--- src/rtl/msx_mouse_port_ctrl.sv ---
`default_nettype none
// ============================================================================
//  Module   : msx_mouse_port_ctrl
//  Purpose  : Shares MSX joystick port A between the host digital joystick
//             and the host mouse. In mouse mode it runs the MSX mouse nibble
//             protocol on the port strobe line. Host mouse movement is
//             accumulated between MSX reads.
//  Revision : 1.0 - initial release
// ----------------------------------------------------------------------------
//  Parameters
//    TIMEOUT      idle clocks after the last strobe edge before the nibble
//                 phase returns to 0 (minimum 2)
//  Ports
//    clk21m       system clock
//    pSltRst_n    asynchronous active-low reset
//    joy_in       host joystick, active-low ([5:4] buttons, [3:0] directions)
//    mouse_x/y    host mouse deltas, 9-bit two's complement
//    mouse_flags  host mouse buttons, active-high ([0] left, [1] right)
//    mouse_strobe one-clock pulse, new delta valid on mouse_x/mouse_y
//    stra         MSX port A strobe (pin 8), same clock domain
//    port_o       pin level ([5:4] triggers, [3:0] nibble/directions)
//    port_oe      per-bit drive enable, set only where the level is 0
//    mouse_active 1 = mouse mode
//  Build option
//    MOUSE_ACCUM_EN  defined  : deltas accumulate with +/-1023 clamping
//                    undefined: each mouse_strobe overwrites the accumulators
// ============================================================================
module msx_mouse_port_ctrl #(
    parameter int TIMEOUT = 100000
) (
    input  logic       clk21m,
    input  logic       pSltRst_n,
    input  logic [5:0] joy_in,
    input  logic [8:0] mouse_x,
    input  logic [8:0] mouse_y,
    input  logic [1:0] mouse_flags,
    input  logic       mouse_strobe,
    input  logic       stra,
    output logic [5:0] port_o,
    output logic [5:0] port_oe,
    output logic       mouse_active
);

    localparam int            TW         = $clog2(TIMEOUT + 1);
    localparam logic [TW-1:0] TMO_RELOAD = TW'(TIMEOUT);
    localparam logic [TW-1:0] TMO_LAST   = TW'(1);

    // Nibble phase: which half of which byte the next strobe edge presents
    localparam logic [1:0] PH_XH = 2'd0;
    localparam logic [1:0] PH_XL = 2'd1;
    localparam logic [1:0] PH_YH = 2'd2;
    localparam logic [1:0] PH_YL = 2'd3;

    // Clamp an 11-bit signed accumulator to the byte range sent to the MSX
    function automatic logic [7:0] sat8(input logic signed [10:0] v);
        if (v > 11'sd127)       return 8'h7F;
        else if (v < -11'sd128) return 8'h80;
        else                    return v[7:0];
    endfunction

`ifdef MOUSE_ACCUM_EN
    function automatic logic signed [10:0] clamp11(input logic signed [11:0] v);
        if (v > 12'sd1023)       return 11'sd1023;
        else if (v < -12'sd1023) return -11'sd1023;
        else                     return v[10:0];
    endfunction
`endif

    logic              stra_q, stra_qq;
    logic              mouse_active_q, mouse_active_d;
    logic [1:0]        phase_q, phase_d;
    logic [3:0]        nib_q, nib_d;
    logic signed [10:0] acc_x_q, acc_x_d, acc_y_q, acc_y_d;
    logic [7:0]        tx_x_q, tx_x_d, tx_y_q, tx_y_d;
    logic [TW-1:0]     tmo_q, tmo_d;
    logic [5:0]        port_o_q, port_o_d, port_oe_q, port_oe_d;

    logic              w_edge;
    logic signed [10:0] w_dx, w_dy;
    logic signed [10:0] w_base_x, w_base_y;
    logic [7:0]        w_sat_x, w_sat_y;
    logic [5:0]        w_joy_drv;
`ifdef MOUSE_ACCUM_EN
    logic signed [11:0] w_sum_x, w_sum_y;
`endif

    assign w_edge    = stra_q ^ stra_qq;
    // X is negated: host positive-right is MSX negative
    assign w_dx      = 11'sd0 - $signed({{2{mouse_x[8]}}, mouse_x});
    assign w_dy      = $signed({{2{mouse_y[8]}}, mouse_y});
    assign w_sat_x   = sat8(acc_x_q);
    assign w_sat_y   = sat8(acc_y_q);
    assign w_joy_drv = ~joy_in & {6{~stra}};

    always_comb begin
        mouse_active_d = mouse_active_q;
        phase_d        = phase_q;
        nib_d          = nib_q;
        acc_x_d        = acc_x_q;
        acc_y_d        = acc_y_q;
        tx_x_d         = tx_x_q;
        tx_y_d         = tx_y_q;
        tmo_d          = tmo_q;
        w_base_x       = acc_x_q;
        w_base_y       = acc_y_q;
`ifdef MOUSE_ACCUM_EN
        w_sum_x        = 12'sd0;
        w_sum_y        = 12'sd0;
`endif

        // A mouse report outranks a simultaneous joystick press
        if (mouse_strobe)
            mouse_active_d = 1'b1;
        else if (joy_in != 6'h3F)
            mouse_active_d = 1'b0;

        if (!mouse_active_d) begin
            phase_d = PH_XH;
            acc_x_d = '0;
            acc_y_d = '0;
            tmo_d   = '0;
        end else begin
            // An edge takes priority over the timeout expiring in the same cycle
            if (w_edge) begin
                phase_d = phase_q + 2'd1;
                tmo_d   = TMO_RELOAD;
                case (phase_q)
                    PH_XH: begin
                        tx_x_d   = w_sat_x;
                        tx_y_d   = w_sat_y;
                        nib_d    = w_sat_x[7:4];
                        w_base_x = '0;
                        w_base_y = '0;
                    end
                    PH_XL:   nib_d = tx_x_q[3:0];
                    PH_YH:   nib_d = tx_y_q[7:4];
                    PH_YL:   nib_d = tx_y_q[3:0];
                    default: nib_d = nib_q;
                endcase
            end else if (tmo_q == TMO_LAST) begin
                phase_d = PH_XH;
                tmo_d   = '0;
            end else if (tmo_q != '0) begin
                tmo_d = tmo_q - TMO_LAST;
            end

            // Base already reflects a phase-0 clear, so a coincident delta
            // lands in the fresh accumulators rather than being dropped
            acc_x_d = w_base_x;
            acc_y_d = w_base_y;
            if (mouse_strobe) begin
`ifdef MOUSE_ACCUM_EN
                w_sum_x = $signed({w_base_x[10], w_base_x}) + $signed({w_dx[10], w_dx});
                w_sum_y = $signed({w_base_y[10], w_base_y}) + $signed({w_dy[10], w_dy});
                acc_x_d = clamp11(w_sum_x);
                acc_y_d = clamp11(w_sum_y);
`else
                acc_x_d = w_dx;
                acc_y_d = w_dy;
`endif
            end
        end

        if (mouse_active_d) begin
            port_o_d  = {~mouse_flags, nib_d};
            port_oe_d = {mouse_flags, ~nib_d};
        end else begin
            port_o_d  = ~w_joy_drv;
            port_oe_d = w_joy_drv;
        end
    end

    always_ff @(posedge clk21m or negedge pSltRst_n) begin
        if (!pSltRst_n) begin
            stra_q         <= 1'b0;
            stra_qq        <= 1'b0;
            mouse_active_q <= 1'b0;
            phase_q        <= PH_XH;
            nib_q          <= 4'hF;
            acc_x_q        <= '0;
            acc_y_q        <= '0;
            tx_x_q         <= '0;
            tx_y_q         <= '0;
            tmo_q          <= '0;
            port_o_q       <= 6'h3F;
            port_oe_q      <= 6'h00;
        end else begin
            stra_q         <= stra;
            stra_qq        <= stra_q;
            mouse_active_q <= mouse_active_d;
            phase_q        <= phase_d;
            nib_q          <= nib_d;
            acc_x_q        <= acc_x_d;
            acc_y_q        <= acc_y_d;
            tx_x_q         <= tx_x_d;
            tx_y_q         <= tx_y_d;
            tmo_q          <= tmo_d;
            port_o_q       <= port_o_d;
            port_oe_q      <= port_oe_d;
        end
    end

    assign port_o       = port_o_q;
    assign port_oe      = port_oe_q;
    assign mouse_active = mouse_active_q;

endmodule
`default_nettype wire

--- config.mk ---
export PLATFORM = sky130hd
export DESIGN_NAME = msx_mouse_port_ctrl
export DESIGN_NICKNAME = d
export VERILOG_FILES = /design/src/rtl/msx_mouse_port_ctrl.sv
export SDC_FILE = /design/constraint.sdc
export NUM_CORES = 1
export LEC_CHECK = 0
export ABC_AREA = 1
export BUFFER_PORTS_ARGS = -buffer_cell sky130_fd_sc_hd__buf_2
export CORE_MARGIN = 2
export CORE_UTILIZATION = 58
export DETAILED_ROUTE_END_ITERATION = 16
export HOLD_SLACK_MARGIN = 0.15
export PLACE_DENSITY = 0.79
export SYNTH_ARGS = -nofsm -noshare
export SYNTH_HDL_FRONTEND = slang
export SYNTH_SLANG_ARGS = --single-unit
--- constraint.sdc ---
create_clock -name clk21m -period 2.1 [get_ports clk21m]
set_input_delay 0.105 -clock clk21m [delete_from_list [all_inputs] [get_ports clk21m]]
set_output_delay 0.105 -clock clk21m [all_outputs]
set_load 0.005 [all_outputs]
# After elaboration in Yosys (flattened, before gate mapping)

Cells that the tools add are included.

Register bits after elaboration: 72
Logic and storage cells: 63
Output and inout port bits: 13

$lt $le $gt $ge: 4
Reduce and logical (&&, ||, !) cells: 4
Eq/ne operators: 9
Multiplexer cells: 24
Add/sub/neg operators: 3
Bitwise gates (word level): 7

Operators by type and width:

| cell                  | number |
|---|---|
| $mux 17               | 4 |
| $mux 11               | 6 |
| $mux 8                | 4 |
| $gt 11x8->1 const B   | 2 |
| $lt 11x8->1 const B   | 2 |
| $eq 17x1->1 const B   | 1 |
| $reduce_bool 17->1    | 1 |
| $sub 17x1->17 const B | 1 |
| $pmux 4 s4            | 1 |
| $mux 6                | 2 |
| $not 6->6             | 2 |
| $sub 1x9->10 const A  | 1 |
| $mux 4                | 2 |
| $and 6x6->6           | 1 |
| $mux 2                | 3 |
| $ne 3x2->1 const B    | 2 |
| $ne 6x6->1 const B    | 1 |
| $eq 2x2->1 const B    | 2 |
| $ne 4x1->1 const B    | 1 |
| $not 4->4             | 1 |
| $ne 3x1->1 const B    | 1 |
| $reduce_and 3->1      | 1 |
| $add 2x1->2 const B   | 1 |
| $eq 2x1->1 const B    | 1 |
| 6 further kinds       | 7 |

# Longest topological paths before layout

Gate-level depths: netlist of run 1.

Depth in word-level cells: 8
Gate-level depth with buffers: 10

# Worst setup path before layout of run 1

OpenSTA, ideal clock, no wires.

Path type: register to register
From: register phase_q[0]
To: register acc_x_q[4]
Path slack: 572 ps
Stages on the path, launching flop included: 7
Arrival: 1398 ps
Cell sequence: dfrtp_1 inv_1 ha_1 inv_1 o21ai_2 buf_4 o32ai_1

Longest elaborated chain between the ends: 3

Ends and longest elaborated chain:

| element                    | RTL line | text |
|---|---|---|
| start: declaration         | 71       | `logic [1:0] phase_q, phase_d;` |
| start signal: assignment   | 191      | `phase_q <= phase_d;` |
| $logic_not 2->1            | 127      | `case (phase_q)` |
| $ne 3x2->1 (no line)       | n/a      |  |
| $reduce_and 2->1 (no line) | n/a      |  |
| end signal: assignment     | 180      | `acc_x_q <= '0;` |
| end signal: assignment     | 193      | `acc_x_q <= acc_x_d;` |
| end: declaration           | 73       | `logic signed [10:0] acc_x_q, acc_x_d, acc_y_q, acc_y_d;` |

Every way passes these cells.
A chain may end at the register's enable or synchronous reset.

# Final worst setup path of run 1

From: register tmo_q[0]
To: register tmo_q[15]

Longest elaborated chain between the ends: 5

Ends and longest elaborated chain:

| element                  | RTL line | text |
|---|---|---|
| start: declaration       | 75       | `logic [TW-1:0] tmo_q, tmo_d;` |
| start signal: assignment | 197      | `tmo_q <= tmo_d;` |
| $sub 17x1->17            | 144      | `tmo_d = tmo_q - TMO_LAST;` |
| $mux 17                  | 143      | `end else if (tmo_q != '0) begin` |
| $mux 17                  | 140      | `end else if (tmo_q == TMO_LAST) begin` |
| $mux 17                  | 124      | `if (w_edge) begin` |
| $mux 17                  | 117      | `if (!mouse_active_d) begin` |

Parallel ways exist; a longest one is shown, timed or not. The select of a mux whose other input is x is not followed.

==> results of run 1 <==
final cells by class:
class	count	area (sq um)
clock buffers	9	124
repair buffers	72	513
clock inverters	7	75.1
multi-input cells	320	1600
inverters	60	228
well taps	75	93.8
flip-flops and latches	69	1740
fillers	440	1620
placed cells by master (no fill, tap or decap), types with 2 or more instances in the layout:
cell           count
a21oi_1           15
buf_2             42
buf_4              3
clkbuf_8           9
clkinvlp_4         3
dfrtp_1           59
dfstp_2           10
dlygate4sd3_1     26
ha_1               8
inv_1             56
inv_2              3
nand2_1          120
nand2_2            3
nand2_4            4
nand3_1           30
nand3b_1           2
nand4_1            4
nor2_1            58
nor2_2             2
nor2_8             2
nor3_1             4
nor3b_1            2
o211ai_1           3
o21ai_0           40
o21ai_2            8
o22ai_1            3
or2_2              4
power groups by stage:
stage / logic [mW] / registers (mW) / clock network, mW
floorplan: 0.593 / 1.63 / 0
global placement: 0.784 / 1.65 / 0
detailed placement: 0.813 / 1.65 / 0
CTS: 0.854 / 1.63 / 1.11
global route: 0.975 / 1.65 / 1.17
finish: 0.856 / 1.63 / 1.09
timing repair:
| item | CTS | global route |
|---|---|---|
| endpoints found under the hold margin | 51 | 0 |
| hold buffers | 26 | 0 |
| setup endpoints to repair | 0 | 0 |
per-layer routing:
metal  global-route usage, %  wire length, um  vias to the layer above
li1                        -                -                     1599
met1                    31.1             3500                     1507
met2                    41.9             4030                       92
met3                    4.47              351                       19
met4                    11.6              197                        0
met5                       0                0                        -
worst paths after layout:
check | slack [ns] | to | startpoint
max in group asynchronous | 1.11 | tx_y_q[0] | pSltRst_n
worst min-delay path | 0.16 | acc_x_q[3] | mouse_x[1]
worst min register to register | 0.41 | stra_qq | stra_q
worst max register to register | 0.39 | tmo_q[15] | tmo_q[0]
worst max-delay path | 0.39 | tmo_q[15] | tmo_q[0]
min in group asynchronous | 0.34 | tmo_q[8] | pSltRst_n
per-stage QoR:
step / utilization, % / worst slack [ns]
6_report: 73.0 / 0.388
2_1_floorplan: - / 0.572
3_5_place_dp: 65.3 / 0.426
4_1_cts: 73.0 / 0.402
5_1_grt: 73.0 / 0.237
3_3_place_gp: 65.3 / 0.489
critical path, cell delays in order (launching register included):
cell and delay, ns:
dfrtp_1 0.40, inv_1 0.12, ha_1 0.16, nand2_1 0.05, nor2_1 0.23, nand3_4 0.20, inv_1 0.16, nand3_1 0.09
nand2_2 0.12, nor2_1 0.07
registers in the layout (all words and copies together), names as in the netlist:
register,cells
mouse_active,1
stra_q,1
nib_q,4
acc_y_q,9
acc_x_q,10
tx_y_q,8
stra_qq,1
tx_x_q,4
phase_q,2
port_o,6
tmo_q,17
port_oe,6
logic make-up after synthesis:
logic type                 after synthesis  synth area share [%]
DFF                                     69                  48.0
AOI/OAI and AO/OA                       71                  11.1
buffers and inverters                   69                  7.87
xor gates and xnor gates                 2                 0.484
and+or+nand+nor                        239                  29.8
adders and majority gates                8                  2.76
==> flow_summary.toml, run 1 <==
[run_status]
status = "finished, final reports clean"

[yosys]
synth_commonest_cells = "nand2_1 (120), dfrtp_1 (59), nor2_1 (58)"
synth_cell_type_count = 36
syn_inst = 458
synth_edf_count = 0
synth.most_common_cell = "nand2_1"
synth_fp_nets = 496
ys_warn_count = 0
yosys.area.top_type = "dfrtp_1"
synth_area_sq_um = 3620
async_reset_ff_share_pct = 100
ys_seq_elements = 69
ys_dominant_reg_cell = "dfrtp_1"
postSynthAreaPerCell_sq_um = 7.91
synth_top_area_share_pct = 40.7
seq_area_frac_synth_pct = 48.0
yosys-top-cells-area = "dfrtp_1 (41%), nand2_1 (12%), dfstp_2 (7.3%)"

[clocking]
tritoncts = "built"
htreeDepth = 3
post_cts_buffers = 0
clockBufferDepth = 2
ctsResizeCount = 0
cts.sink_count = 69
clk-insertion-delay-late_ns = 0.35
clk_pin_slew_ns = 0.08
cts_buffers = 9
cts_root_buffer = "clkbuf_8"

[placed_design]
hpwl_um = 5490
dp_cells = 570
dpl-instance-area_sq_um = 3910
io_buffer_count = 42
gp_congestion = 0.872

[layout]
final_area_sq_um = 4370
fin_nets = 570
fin_cells = 612
drive_gt1_share_pct = 19.0
area_growth_pct = 20.6
diodes = 0

[critical_path]
end_kind = "flip-flop"
required_ns = 2.34
critPathKind = "reg -> reg"
cp-start-kind = "flip-flop"
critPathMaxFanout = 14
reg2regPathDepth = 9
crit_arrival_ns = 1.95

[timing]
slew_headroom_pct = 52.3
rsz0062_at_grt = "no"
worst_pin_slew_ns = 0.715
finalSetupTns_ns = 0
fin_crit_ns = 1.71
drv_slew = 0
holdWs_ns = 0.165
max_freq_mhz = 584
fin_crit_sh_pct = 81.5
finClkSkew_ns = 0.00987
finalHoldViolations = 0
setup_viol = 0

[floorplan]
rows = 28
dieArea_sq_um = 6900
start_util_pct = 60.5
die_height_um = 83.0
boundaryPins = 43
fp.dieW_um = 83.0
coreArea_sq_um = 5990

[route]
drc = 0
vias_per_cell = 5.26
drtIter0Drc = 159
post_drt_wl_per_cell_um = 13.2
vias = 3217
wl_um = 8070
dr.pass1.iters = 5
ant_nets = 0

[power]
cellPowerDensity_nw_per_um2 = 820
p_comb_share_pct = 23.9
power.internal_mw = 2.40
p_leak_nw = 2.23
p_switching_mw = 1.18
ir_drop_mv = 0.501
seqPwrFrac_pct = 45.6
power_mw = 3.58
sw_frac_of_total_pct = 33.0
clkPwrFrac_pct = 30.5

[run]
maxCapViolCount = 0

[grt]
grt_pass1_vias = 3188
grt-ovfl-total = 0
grt_max_degree = 39
grt_pass1_wl_um = 13900
antenna_found_initial = 0
track_usage_pct = 24.9

[worst_hold_path]
holdPathStages = 4
hold_class = "in -> reg"
Note: power is estimated with default switching activity, not from simulation.
==> run 2: changes to the inputs <==
ABC_AREA = 0   (was 1)
CORE_UTILIZATION = 52   (was 58)
PLACE_DENSITY = 0.75   (was 0.79)
clock period = 1.5 ns   (was 2.1 ns; I/O delays follow)
==> run 2 against run 1 <==
Effect of this change: the flow now finishes with violations (negative setup slack); clock-buffer cell count increased by 1; synthesized cell count decreased by 30%; via count up 8.3%; clock power is 48% higher; critical path depth down 2; critical endpoint is now tmo_q[7].
==> flow_summary.toml, run 2 <==
[run_status]
status = "complete, but fails checks"
violations = "negative setup slack"

[power]
cellPowerDensity_nw_per_um2 = 1160
ir_drop_mv = 0.748
p_leak_nw = 2.45

[timing]
finClkSkew_ns = 0.0124
slew_headroom_pct = 40.6
worst_slack_ns = -0.331
worst_pin_slew_ns = 0.884
setup_viol = 61
finalHoldViolations = 0
fin_crit_ns = 1.83
fin_crit_sh_pct = 122
drv_slew = 0
rsz0062_at_grt = "yes"
max_freq_mhz = 546
finalSetupTns_ns = -9.16

[layout]
final_cell_mix = "buf_4 (58), dfrtp_1 (54), buf_2 (42)"
fin_cells = 557
diodes = 0
reg.largest.list = "tmo_q (17), acc_x_q (10), acc_y_q (9)"
multi_input_area_sq_um = 2190
area_growth_pct = 58.5
largest_register_ffs = 17
final_common_cell = "buf_4"
fin_nets = 510
nFillCells = 307
largest-register = "tmo_q"
final-seq-area_sq_um = 1750
drive_gt1_share_pct = 54.1

[route]
drc = 0
vias_per_cell = 6.25
post_drt_wl_per_cell_um = 21.8
drtIter0Drc = 205
wl_um = 12100
ant_nets = 0
vias = 3483
dr.pass1.iters = 5

[yosys]
synth_area_sq_um = 3560
synth_commonest_cells = "dfrtp_1 (59), nand2_1 (23), a21oi_1 (17)"
synth_fp_nets = 359
yosys.area.top_type = "dfrtp_1"
async_reset_ff_share_pct = 100
postSynthAreaPerCell_sq_um = 11.1
yosys-top-cells-area = "dfrtp_1 (41%), dfstp_2 (7.4%), mux2_2 (5.1%)"
synth_edf_count = 0
ys_seq_elements = 69
syn_inst = 321
synth_cell_type_count = 62
synth.most_common_cell = "dfrtp_1"
ys_dominant_reg_cell = "dfrtp_1"
synth_top_area_share_pct = 41.5
ys_warn_count = 0
seq_area_frac_synth_pct = 48.9

[clocking]
clk-insertion-delay-late_ns = 0.37
tritoncts = "built"
cts.sink_count = 69
cts_root_buffer = "clkbuf_8"
clockBufferDepth = 2
clk_pin_slew_ns = 0.09
cts_buffers = 9
htreeDepth = 3

[critical_path]
rr_startpoint = "tmo_q[7]"
required_ns = 1.75
crit_arrival_ns = 2.08
reg2regPathDepth = 7
r2r_slack_ns = -0.33
cp-start-kind = "flip-flop"
critPathMaxFanout = 3
end_kind = "flip-flop"
worstReg2RegEnd = "tmo_q[7]"
critPathKind = "reg -> reg"
endpoint = "tmo_q[7]"
crit_start = "tmo_q[7]"

[floorplan]
start_util_pct = 53.0
boundaryPins = 43
rows = 30
dieArea_sq_um = 7520
coreArea_sq_um = 6720
die_height_um = 86.7
fp.dieW_um = 86.7

[grt]
track_usage_pct = 30.9
grt_max_degree = 70
grt_pass1_vias = 3625
grt_pass1_wl_um = 17700
antenna_found_initial = 0
grt-ovfl-total = 0

[run]
maxCapViolCount = 0

[placed_design]
hpwl_um = 6070
dp_cells = 484
io_buffer_count = 42
gp_congestion = 0.869
post-place-ws_ns = -0.226

[worst_hold_path]
hold_class = "in -> async"
[run 2: changes by cell type in the layout (fill, tap and decap cells not counted), sizes merged, moves of 16 or more]
cell	delta
nand3	-29
nor2	-46
o21ai	-38
inv	-50
nand2	-103
mux2	+16
a22o	+16
buf	+82
[run 2: how the worst min path moves through the flow]
stage | startpoint | to | slack (ns)
after detailed placement | pSltRst_n | tmo_q[11] | 0.12
after global placement | pSltRst_n | tmo_q[11] | 0.12
final | pSltRst_n | tmo_q[12] | 0.24
after global routing | pSltRst_n | tmo_q[12] | 0.30
after CTS | joy_in[5] | tmo_q[7] | 0.25
after floorplan | pSltRst_n | acc_x_q[0] | -0.22
[run 2: report_power, final]
part           internal (mW)  switching (mW)
logic                   1.33            1.12
clock network          0.810           0.800
registers               2.20           0.288
total                   4.35            2.21
[run 2: stage by stage]
stage	power, mW	instance area [sq um]	util [%]	hold WS, ns
2_1_floorplan	3.35	3680	-	-0.221
6_report	6.56	5640	84.0	0.237
5_1_grt	6.78	5640	84.0	0.298
3_3_place_gp	3.96	4360	64.9	0.120
4_1_cts	6.17	5460	81.2	0.250
3_5_place_dp	4.03	4360	64.9	0.124
[run 2: final cells by class]
cell class                 instances  area share (%)
tap                               80            1.77
multi-input combinational        225            38.9
inverter                          10           0.798
clock inverter                     6            1.09
timing repair buffer             157            24.1
sequential                        69            30.9
clock buffer                      10            2.44
[run 2: routing by layer]
layer	track usage [%]	up-vias	wire length (um)
met3	7.62	57	686
li1	-	1507	-
met5	0	-	0
met4	11.9	0	590
met2	55.8	180	6240
met1	34.8	1739	4600
[run 2: kinds of logic (layout without fill, tap and decap cells)]
group	count (synthesis)	in the layout	share of synthesized area [%]
xor+xnor	12	12	2.95
buf+inv	27	183	3.80
fa+ha+maj	15	15	4.78
flops	69	69	48.9
compound gates	93	93	19.4
mux	16	16	5.06
simple gates	89	89	15.1
[run 2: repair_timing]
action	4_1_cts	5_1_grt
hold buffers	29	0
endpoints found under the hold margin	101	0
buffers inserted	18	7
cloned	4	0
gates resized for setup	94	32
pin swaps	53	32
endpoints found under the setup margin	60	62
[run 2: critical path, stage by stage (launching register included)]
cell and delay [ns]:
dfrtp_1 0.42, nor4_4 0.36, buf_4 0.19, buf_6 0.10, nand4_1 0.13, buf_4 0.18
o2bb2ai_2 0.20, a21oi_1 0.12
==> run 3: changes to the inputs <==
SKIP_LAST_GASP = 1   (was unset)
==> run 3 against run 2 <==
Effect of this change: the flow still finishes with violations (negative setup slack); worst hold slack got worse by 0.0052 ns; worst setup slack improved by 0.072 ns; power about the same; largest cell class unchanged; largest power group unchanged.
==> flow_summary.toml, run 3 (synthesized netlist as in run 2, its figures left out) <==
[run_status]
status = "complete, but fails checks"
violations = "negative setup slack"

[power]
power_mw = 6.56
ir_drop_mv = 0.750
sw_frac_of_total_pct = 33.7
clkPwrFrac_pct = 24.5
power.internal_mw = 4.35
seqPwrFrac_pct = 38.1
p_leak_nw = 2.46
cellPowerDensity_nw_per_um2 = 1160
p_switching_mw = 2.21
p_comb_share_pct = 37.4

[layout]
largest_register_ffs = 17
final_util_pct = 84.1
diodes = 0
final_area_sq_um = 5650
area_growth_pct = 58.7
final_cell_mix = "buf_4 (60), dfrtp_1 (55), buf_2 (42)"
final_common_cell = "buf_4"
reg.largest.list = "tmo_q (17), acc_x_q (10), acc_y_q (9)"
drive_gt1_share_pct = 54.2
largest-register = "tmo_q"
fin_nets = 511

[clocking]
cts.sink_count = 69
htreeDepth = 3
clk_pin_slew_ns = 0.08
cts_root_buffer = "clkbuf_8"
tritoncts = "built"
clockBufferDepth = 2
cts_buffers = 9
clk-insertion-delay-late_ns = 0.37

[run]
maxCapViolCount = 0

[route]
drtIter0Drc = 235
wl_um = 12000
dr.pass1.iters = 5
vias = 3450
drc = 0
vias_per_cell = 6.18
ant_nets = 0
post_drt_wl_per_cell_um = 21.6

[critical_path]
crit_arrival_ns = 2.02
required_ns = 1.76
end_kind = "flip-flop"
r2r_slack_ns = -0.26
critPathKind = "reg -> reg"
worstReg2RegEnd = "tmo_q[5]"
cp_common_cell = "buf_4"
crit_chain = "nor4_4 -> buf_4 -> buf_6 -> nand4_1 -> buf_4 -> o22ai_2 -> a21oi_1"
critPathMaxFanout = 3
reg2regPathDepth = 7
cp_num_buf_inv = 3
cp_slowest_cell = "dfrtp_1"
rr_startpoint = "tmo_q[7]"
cp-start-kind = "flip-flop"
cpLargestDelayFamily = "simple AND/OR/NAND/NOR gates"
slowest_delay_ns = 0.43

[floorplan]
die_height_um = 86.7
rows = 30
fp.dieW_um = 86.7
dieArea_sq_um = 7520
coreArea_sq_um = 6720
start_util_pct = 53.0
boundaryPins = 43

[timing]
fin_crit_sh_pct = 117
rsz0062_at_grt = "yes"
finalSetupTns_ns = -8.84
max_freq_mhz = 569
setup_viol = 62
worst_slack_ns = -0.258
drv_slew = 0
slew_headroom_pct = 65.9
finClkSkew_ns = 0.0104
fin_crit_ns = 1.76
finalHoldViolations = 0
holdWs_ns = 0.232
worst_pin_slew_ns = 0.507

[grt]
grt_pass1_wl_um = 17500
grt-ovfl-total = 0
grt_pass1_vias = 3525
grt_max_degree = 70
track_usage_pct = 30.4
antenna_found_initial = 0

[placed_design]
hpwl_um = 6070
dpl-instance-area_sq_um = 4360
io_buffer_count = 42
gp_congestion = 0.869

[worst_hold_path]
hold_class = "in -> async"
[run 3: worst max path at each step]
stage          startpoint  slack, ns         end  cells past startpoint
6_report         tmo_q[7]      -0.26    tmo_q[5]                      7
5_1_grt          tmo_q[1]      -0.31   tmo_q[12]                      6
4_1_cts          tmo_q[1]      -0.20   tmo_q[12]                      6
3_5_place_dp     tmo_q[9]      -0.23   tmo_q[12]                      4
3_3_place_gp     tmo_q[9]      -0.18   tmo_q[12]                      4
2_1_floorplan  phase_q[0]      -0.20  acc_x_q[8]                      7
[run 3: final cells by class]
cell class	instances	area [sq um]
clock inverter	6	61.3
inverter	10	45.0
sequential	69	1740
timing repair buffer	158	1360
multi-input combinational	225	2200
clock buffer	10	138
fill	296	1070
tap	80	100
[run 3: timing repair]
item	4_1_cts	5_1_grt
endpoints found under the hold margin	101	0
pin swaps	52	32
hold buffers	29	0
gates resized for setup	88	37
gates cloned	4	0
setup endpoints to repair	60	62
setup buffers	18	7
[run 3: tightest hold or removal path, stage by stage]
cell           delay [ns]
dlygate4sd3_1        0.52
buf_2                0.12
buf_12               0.30
[run 3: power by group through the flow]
stage	combinational [mW]	clock (mW)	sequential, mW
detailed placement	1.57	0	2.46
CTS	2.12	1.58	2.46
finish	2.45	1.61	2.50
floorplan	0.938	0	2.42
global route	2.57	1.70	2.52
global placement	1.52	0	2.44
[run 3: routing by layer]
metal  part of all wire (%)  global-route usage (%)
met3                    6.1                    6.95
met2                     52                    54.1
met1                     38                    35.8
met5                      0                       0
met4                    3.9                    10.8
[run 3: stage by stage]
step | setup WS [ns] | std cells
floorplan | -0.196 | 321
global placement | -0.179 | 484
detailed placement | -0.226 | 484
CTS | -0.204 | 551
global route | -0.312 | 558
finish | -0.258 | 558
